$ cat src/rtl/hamming_pkg.sv
`default_nettype none
// ==========================================================================
// hamming_pkg: shared Hamming/SECDED sizing helpers and reference encoder
// Rev 1.0
// ==========================================================================
package hamming_pkg;

  localparam int LEGACY_DATA_W = 4;
  localparam int MAX_W         = 64;

  function automatic int par_w(input int data_w);
    int r;
    r = 0;
    // Descending scan so the smallest satisfying r is the one kept.
    for (int i = 7; i >= 1; i--) begin
      if ((1 << i) >= data_w + i + 1) r = i;
    end
    return r;
  endfunction

  function automatic bit is_pow2(input int k);
    return (k > 0) && ((k & (k - 1)) == 0);
  endfunction

  // Result is right-aligned: position k lands in bit (code_w - k), overall parity in bit 0.
  function automatic logic [MAX_W-1:0] encode(input logic [MAX_W-1:0] data,
                                               input int data_w, input int ext);
    logic [MAX_W-1:0] pos;
    logic [MAX_W-1:0] rest;
    logic [MAX_W-1:0] mask;
    logic [MAX_W-1:0] code;
    int r;
    int n;
    int cw;
    r    = par_w(data_w);
    n    = data_w + r;
    cw   = n + ((ext != 0) ? 1 : 0);
    pos  = '0;
    rest = data;
    for (int k = 1; k < MAX_W; k++) begin
      if ((k <= n) && !is_pow2(k)) begin
        pos  = pos | ({{(MAX_W-1){1'b0}}, rest[0]} << k);
        rest = rest >> 1;
      end
    end
    // Parity slots are still zero here, so each mask only sees data positions.
    for (int j = 0; j < 7; j++) begin
      if ((1 << j) <= n) begin
        mask = '0;
        for (int k = 1; k < MAX_W; k++) begin
          if ((k & (1 << j)) != 0) mask = mask | (MAX_W'(1) << k);
        end
        pos = pos | (MAX_W'(^(pos & mask)) << (1 << j));
      end
    end
    code = '0;
    for (int k = 1; k < MAX_W; k++) begin
      if ((k <= n) && (((pos >> k) & MAX_W'(1)) != '0)) code = code | (MAX_W'(1) << (cw - k));
    end
    if (ext != 0) code = code | MAX_W'(^pos);
    return code;
  endfunction

endpackage
`default_nettype wire

$ cat src/rtl/hamming_skid_fifo.sv
`default_nettype none
// ==========================================================================
// hamming_skid_fifo: 2-entry in-order valid/ready buffer, head held when empty
// Rev 1.0
// ==========================================================================
module hamming_skid_fifo #(
  parameter int WIDTH = 8
) (
  input  logic             clk,
  input  logic             rst,
  input  logic             in_valid,
  output logic             in_ready,
  input  logic [WIDTH-1:0] in_data,
  output logic             out_valid,
  input  logic             out_ready,
  output logic [WIDTH-1:0] out_data
);

  logic [1:0]       cnt_q, cnt_d;
  logic [WIDTH-1:0] head_q, head_d;
  logic [WIDTH-1:0] tail_q, tail_d;
  logic             push, pop;

  always_comb begin
    push   = in_valid && (cnt_q != 2'd2);
    pop    = (cnt_q != 2'd0) && out_ready;
    cnt_d  = cnt_q;
    head_d = head_q;
    tail_d = tail_q;
    case ({push, pop})
      2'b10: begin
        if (cnt_q == 2'd0) head_d = in_data;
        else               tail_d = in_data;
        cnt_d = cnt_q + 2'd1;
      end
      2'b01: begin
        // Draining the last entry leaves head untouched so code_out holds.
        if (cnt_q == 2'd2) head_d = tail_q;
        cnt_d = cnt_q - 2'd1;
      end
      2'b11: begin
        if (cnt_q == 2'd1) begin
          head_d = in_data;
        end else begin
          head_d = tail_q;
          tail_d = in_data;
        end
      end
      default: ;
    endcase
  end

  always_ff @(posedge clk or posedge rst) begin
    if (rst) begin
      cnt_q  <= 2'd0;
      head_q <= '0;
      tail_q <= '0;
    end else begin
      cnt_q  <= cnt_d;
      head_q <= head_d;
      tail_q <= tail_d;
    end
  end

  assign in_ready  = (cnt_q != 2'd2);
  assign out_valid = (cnt_q != 2'd0);
  assign out_data  = head_q;

endmodule
`default_nettype wire

$ cat src/rtl/hamming_secded_stream_encoder.sv
`default_nettype none
// ==========================================================================
// hamming_secded_stream_encoder: streaming Hamming/SECDED encoder with error injection
// Rev 1.0
// ==========================================================================
module hamming_secded_stream_encoder
  import hamming_pkg::*;
#(
  parameter int  DATA_W  = 4,
  parameter int  EXT_PAR = 1,
  parameter int  CNT_W   = 16,
  localparam int PAR_W   = par_w(DATA_W),
  localparam int N       = DATA_W + PAR_W,
  localparam int CODE_W  = N + EXT_PAR,
  localparam int POS_W   = $clog2(CODE_W)
) (
  input  logic              clk,
  input  logic              rst,
  input  logic              ena,
  input  logic              in_valid,
  output logic              in_ready,
  input  logic [DATA_W-1:0] data_in,
  input  logic              inj_en,
  input  logic [POS_W-1:0]  inj_pos,
  output logic              out_valid,
  input  logic              out_ready,
  output logic [CODE_W-1:0] code_out,
  output logic [CNT_W-1:0]  word_cnt
);

  logic             started_q, started_d;
  logic [CNT_W-1:0] word_cnt_q, word_cnt_d;
  logic [MAX_W-1:0] code_full;
  logic [CODE_W-1:0] code_enc;
  logic             unused_code;
  logic             fifo_ready;
  logic             accept_valid;

  always_comb begin
    code_full = encode(MAX_W'(data_in), DATA_W, EXT_PAR);
    code_enc  = code_full[CODE_W-1:0];
    // Out-of-range positions leave the word clean.
    if (inj_en && (int'(inj_pos) < CODE_W)) code_enc = code_enc ^ (CODE_W'(1) << inj_pos);
  end

  assign unused_code = ^code_full;

  // started_q keeps in_ready low until the first edge after reset release.
  assign accept_valid = in_valid && ena && started_q;
  assign in_ready     = ena && started_q && fifo_ready;

  hamming_skid_fifo #(
    .WIDTH (CODE_W)
  ) u_fifo (
    .clk       (clk),
    .rst       (rst),
    .in_valid  (accept_valid),
    .in_ready  (fifo_ready),
    .in_data   (code_enc),
    .out_valid (out_valid),
    .out_ready (out_ready),
    .out_data  (code_out)
  );

  always_comb begin
    started_d  = 1'b1;
    word_cnt_d = word_cnt_q + CNT_W'(out_valid && out_ready);
  end

  always_ff @(posedge clk or posedge rst) begin
    if (rst) begin
      started_q  <= 1'b0;
      word_cnt_q <= '0;
    end else begin
      started_q  <= started_d;
      word_cnt_q <= word_cnt_d;
    end
  end

  assign word_cnt = word_cnt_q;

endmodule
`default_nettype wire

$ cat config.mk
export PLATFORM = sky130hd
export DESIGN_NAME = hamming_secded_stream_encoder
export DESIGN_NICKNAME = d
export VERILOG_FILES = /design/src/rtl/hamming_pkg.sv /design/src/rtl/hamming_skid_fifo.sv /design/src/rtl/hamming_secded_stream_encoder.sv
export SDC_FILE = /design/constraint.sdc
export NUM_CORES = 1
export LEC_CHECK = 0
export CELL_PAD_IN_SITES_DETAIL_PLACEMENT = 1
export CELL_PAD_IN_SITES_GLOBAL_PLACEMENT = 2
export CORE_MARGIN = 5
export CORE_UTILIZATION = 37
export CTS_BUF_LIST = sky130_fd_sc_hd__clkbuf_4 sky130_fd_sc_hd__clkbuf_8
export DETAILED_ROUTE_END_ITERATION = 7
export GPL_TIMING_DRIVEN = 0
export PLACE_DENSITY = 0.88
export SYNTH_ARGS = -nofsm -noshare
export SYNTH_HDL_FRONTEND = slang
export SYNTH_SLANG_ARGS = --single-unit
$ cat constraint.sdc
create_clock -name clk -period 4.3 [get_ports clk]
set_input_delay 0.43 -clock clk [delete_from_list [all_inputs] [get_ports clk]]
set_output_delay 0.43 -clock clk [all_outputs]
set_load 0.02 [all_outputs]
==> results.ini <==
[worst_setup_path]
reg2reg_from=u_fifo.cnt_q[0]
reg2reg_slack_ns=1.77
worst-path-max-fanout=7
crit_required_ns=4.48
start_kind=flop
r2r-end=word_cnt[12]
cp-end-kind=flop
rr_worst_depth=9
critPathArrivalTime_ns=2.71
critPathKind=flop to flop

[cells_and_area]
final_net_count=232
drive_gt1_frac=0.137
area_growth_pct=30.1
n_antenna_cell=0
fin_util=0.489
postLayoutCellArea_sq_mm=0.00247

[detailed_routing]
wl_per_cell_microns=14.7
vias_per_cell=4.82
routed.top_layer=met4
drc_errors=0
met1Wirelength_microns=1700
wl_met2_microns=2150
dr.first_iter.drc_count=32
ant_nets=0
wl_met3_microns=246
routed_wl_microns=4130
num_vias=1354
firstDrtPassIters=4

[synthesis]
ys_seq_elements=35
synthCells=166
synth_area_sq_mm=0.00190
ys_seq_area_frac=0.462
ys_warn_count=0
avgSynthCellArea_sq_um=11.4
yosys.cell_types.count=38
syn_nets=188

[min_path]
hold_end=word_cnt[15]
min_path_type=flop to flop
whs_path_depth=1
hp-start=word_cnt[15]

[clocking]
cts_buffers=5
cts_buffer_depth=2
post_cts_buffers=0
cts_tree=yes
postCtsHoldBufs=0
htreeDepth=2
clkTransAtPathRegs_ns=0.08
cts_resized=0
clock-sinks=35
clock-root-buffer=clkbuf_8
clk_latency_ns=0.29

[global_route]
grt_overflow_total=0
antenna_found_initial=0
grt_pass1_vias=1479
grt_max_degree=36
grt_use_total=0.138
grt_pass1_wl_microns=7070

[sta]
post-route-period-util=0.588
fin_skew_ns=0.00591
setup_viol_count_final=0
max_freq_ghz=0.395
final.setup.tns_ns=0
rsz0062_at_grt=no
worst_pin_slew_ns=0.741
finalCriticalPeriod_ns=2.53
finalHoldWorstSlack_ns=0.480
hold_viol=0
max_slew_margin=0.505
drv_slew=0

[floorplan]
start_util=0.376
num_io_pins=39
rows=26
die_w_microns=81.6
core-area_sq_mm=0.00504
dieHeight_microns=81.6
die_area_sq_mm=0.00665

[placement]
dpl_cell_area_sq_mm=0.00235
globalplace.congestion=0.819
port_buffers=37
hpwl_microns=3240

[run_status]
outcome=complete, no violations

[power]
ir_drop_mv=0.233
p_per_area_mw_per_mm2=591
p_leak_nw=1.08
power.total_mw=1.46

[flow_run]
cap_violations=0

[per-layer routing]
| layer | up-vias | GRT usage |
|---|---|---|
| met5 | - | 0 |
| met4 | 0 | 0.0415 |
| met3 | 3 | 0.0395 |
| met2 | 32 | 0.246 |
| met1 | 659 | 0.161 |
| li1 | 660 | - |
[worst max path at each step]
stage | startpoint | endpoint | cells after the start | slack, ns
floorplan | u_fifo.cnt_q[0] | u_fifo.tail_q[1] | 11 | 2.05
global placement | out_ready | word_cnt[12] | 8 | 1.58
detailed placement | out_ready | word_cnt[12] | 8 | 1.55
CTS | u_fifo.cnt_q[0] | word_cnt[12] | 9 | 1.72
global route | u_fifo.cnt_q[0] | word_cnt[12] | 9 | 1.51
finish | u_fifo.cnt_q[0] | word_cnt[12] | 9 | 1.77
[cell usage after synthesis]
master | n | share of area
inv_2 | 3 | 0.0059
inv_1 | 5 | 0.0099
xnor3_1 | 4 | 0.048
nand3_1 | 7 | 0.018
xnor2_1 | 15 | 0.069
nor2b_2 | 1 | 0.0046
a31oi_4 | 1 | 0.011
conb_1 | 1 | 0.0020
buf_2 | 2 | 0.0053
and3_1 | 3 | 0.0099
mux2_2 | 4 | 0.024
nand4_1 | 4 | 0.013
ha_1 | 9 | 0.059
o21ai_1 | 4 | 0.011
and4bb_2 | 1 | 0.0066
nand2b_1 | 3 | 0.0099
dfrtp_1 | 35 | 0.46
a221oi_4 | 1 | 0.014
nor4b_2 | 1 | 0.0079
and4bb_1 | 2 | 0.013
nand2b_4 | 1 | 0.0073
xor2_1 | 9 | 0.042
o211ai_1 | 2 | 0.0079
nor4_2 | 1 | 0.0066
a22oi_1 | 4 | 0.016
buf_6 | 1 | 0.0059
nor2b_1 | 1 | 0.0033
o21a_2 | 1 | 0.0046
nand2_2 | 1 | 0.0033
o21ai_0 | 1 | 0.0026
nand2_1 | 15 | 0.030
a21oi_1 | 4 | 0.011
nand4b_1 | 3 | 0.014
a31oi_1 | 2 | 0.0066
a31oi_2 | 1 | 0.0066
nor2_1 | 11 | 0.022
and4_1 | 1 | 0.0046
nor3_1 | 1 | 0.0026
[where the power goes]
part	internal (mW)	leakage, nW	switching, mW	total [mW]
Sequential	0.445	0.432	0.0916	0.537
Clock	0.173	0.0581	0.127	0.299
Combinational	0.297	0.592	0.326	0.623
[state kept, by name, summed over array words and instances, names as in the netlist]
signal           flops
started_q            1
u_fifo.out_data      8
word_cnt            16
u_fifo.tail_q        8
u_fifo.cnt_q         2
[metrics by stage]
step | setup WS, ns | std cells
after floorplan | 2.05 | 166
after global placement | 1.58 | 273
after detailed placement | 1.55 | 273
after CTS | 1.72 | 281
after global routing | 1.51 | 281
final | 1.77 | 281
[cells by family after synthesis]
group / after synthesis / share of synthesized area
mux: 4 / 0.0238
compound gates: 21 / 0.0904
fa+ha+maj: 9 / 0.0594
simple gates: 57 / 0.177
flops: 35 / 0.462
other cells: 1 / 0.00198
buf+inv: 11 / 0.0271
xor+xnor: 28 / 0.158
[cell type report]
type	instances	area, sq um
multi-input combinational	120	968
inverter	8	30.0
tap	70	87.6
buffer	3	21.3
timing repair buffer	37	370
sequential	35	876
clock buffer	5	68.8
clock inverter	3	43.8
fill	546	2580
[placed cells by master, fill, tap and decap left out, types with 2 or more instances in the layout]
cell type,synthesis,routed
o211ai_1,2,2
nand2b_1,3,3
inv_1,5,4
clkdlybuf4s50_1,0,37
xor2_1,9,9
o21ai_1,4,4
mux2_2,4,4
nand4_1,4,4
and3_1,3,3
inv_2,3,4
ha_1,9,9
nand4b_1,3,3
a31oi_1,2,2
and4bb_1,2,2
clkbuf_8,0,5
nand2_1,15,15
a21oi_1,4,4
xnor3_1,4,4
buf_2,2,2
a22oi_1,4,4
dfrtp_1,35,35
xnor2_1,15,15
nor2_1,11,11
nand3_1,7,7
[critical path, stage by stage, from the launching register on]
cell and delay (ns):
dfrtp_1 0.39, inv_1 0.08, ha_1 0.25, nor2b_2 0.30, ha_1 0.29, ha_1 0.25, nand4_1 0.14, nor3_1 0.42
nand3_1 0.16, xnor2_1 0.15
Note: power is estimated with default switching activity, not from simulation.
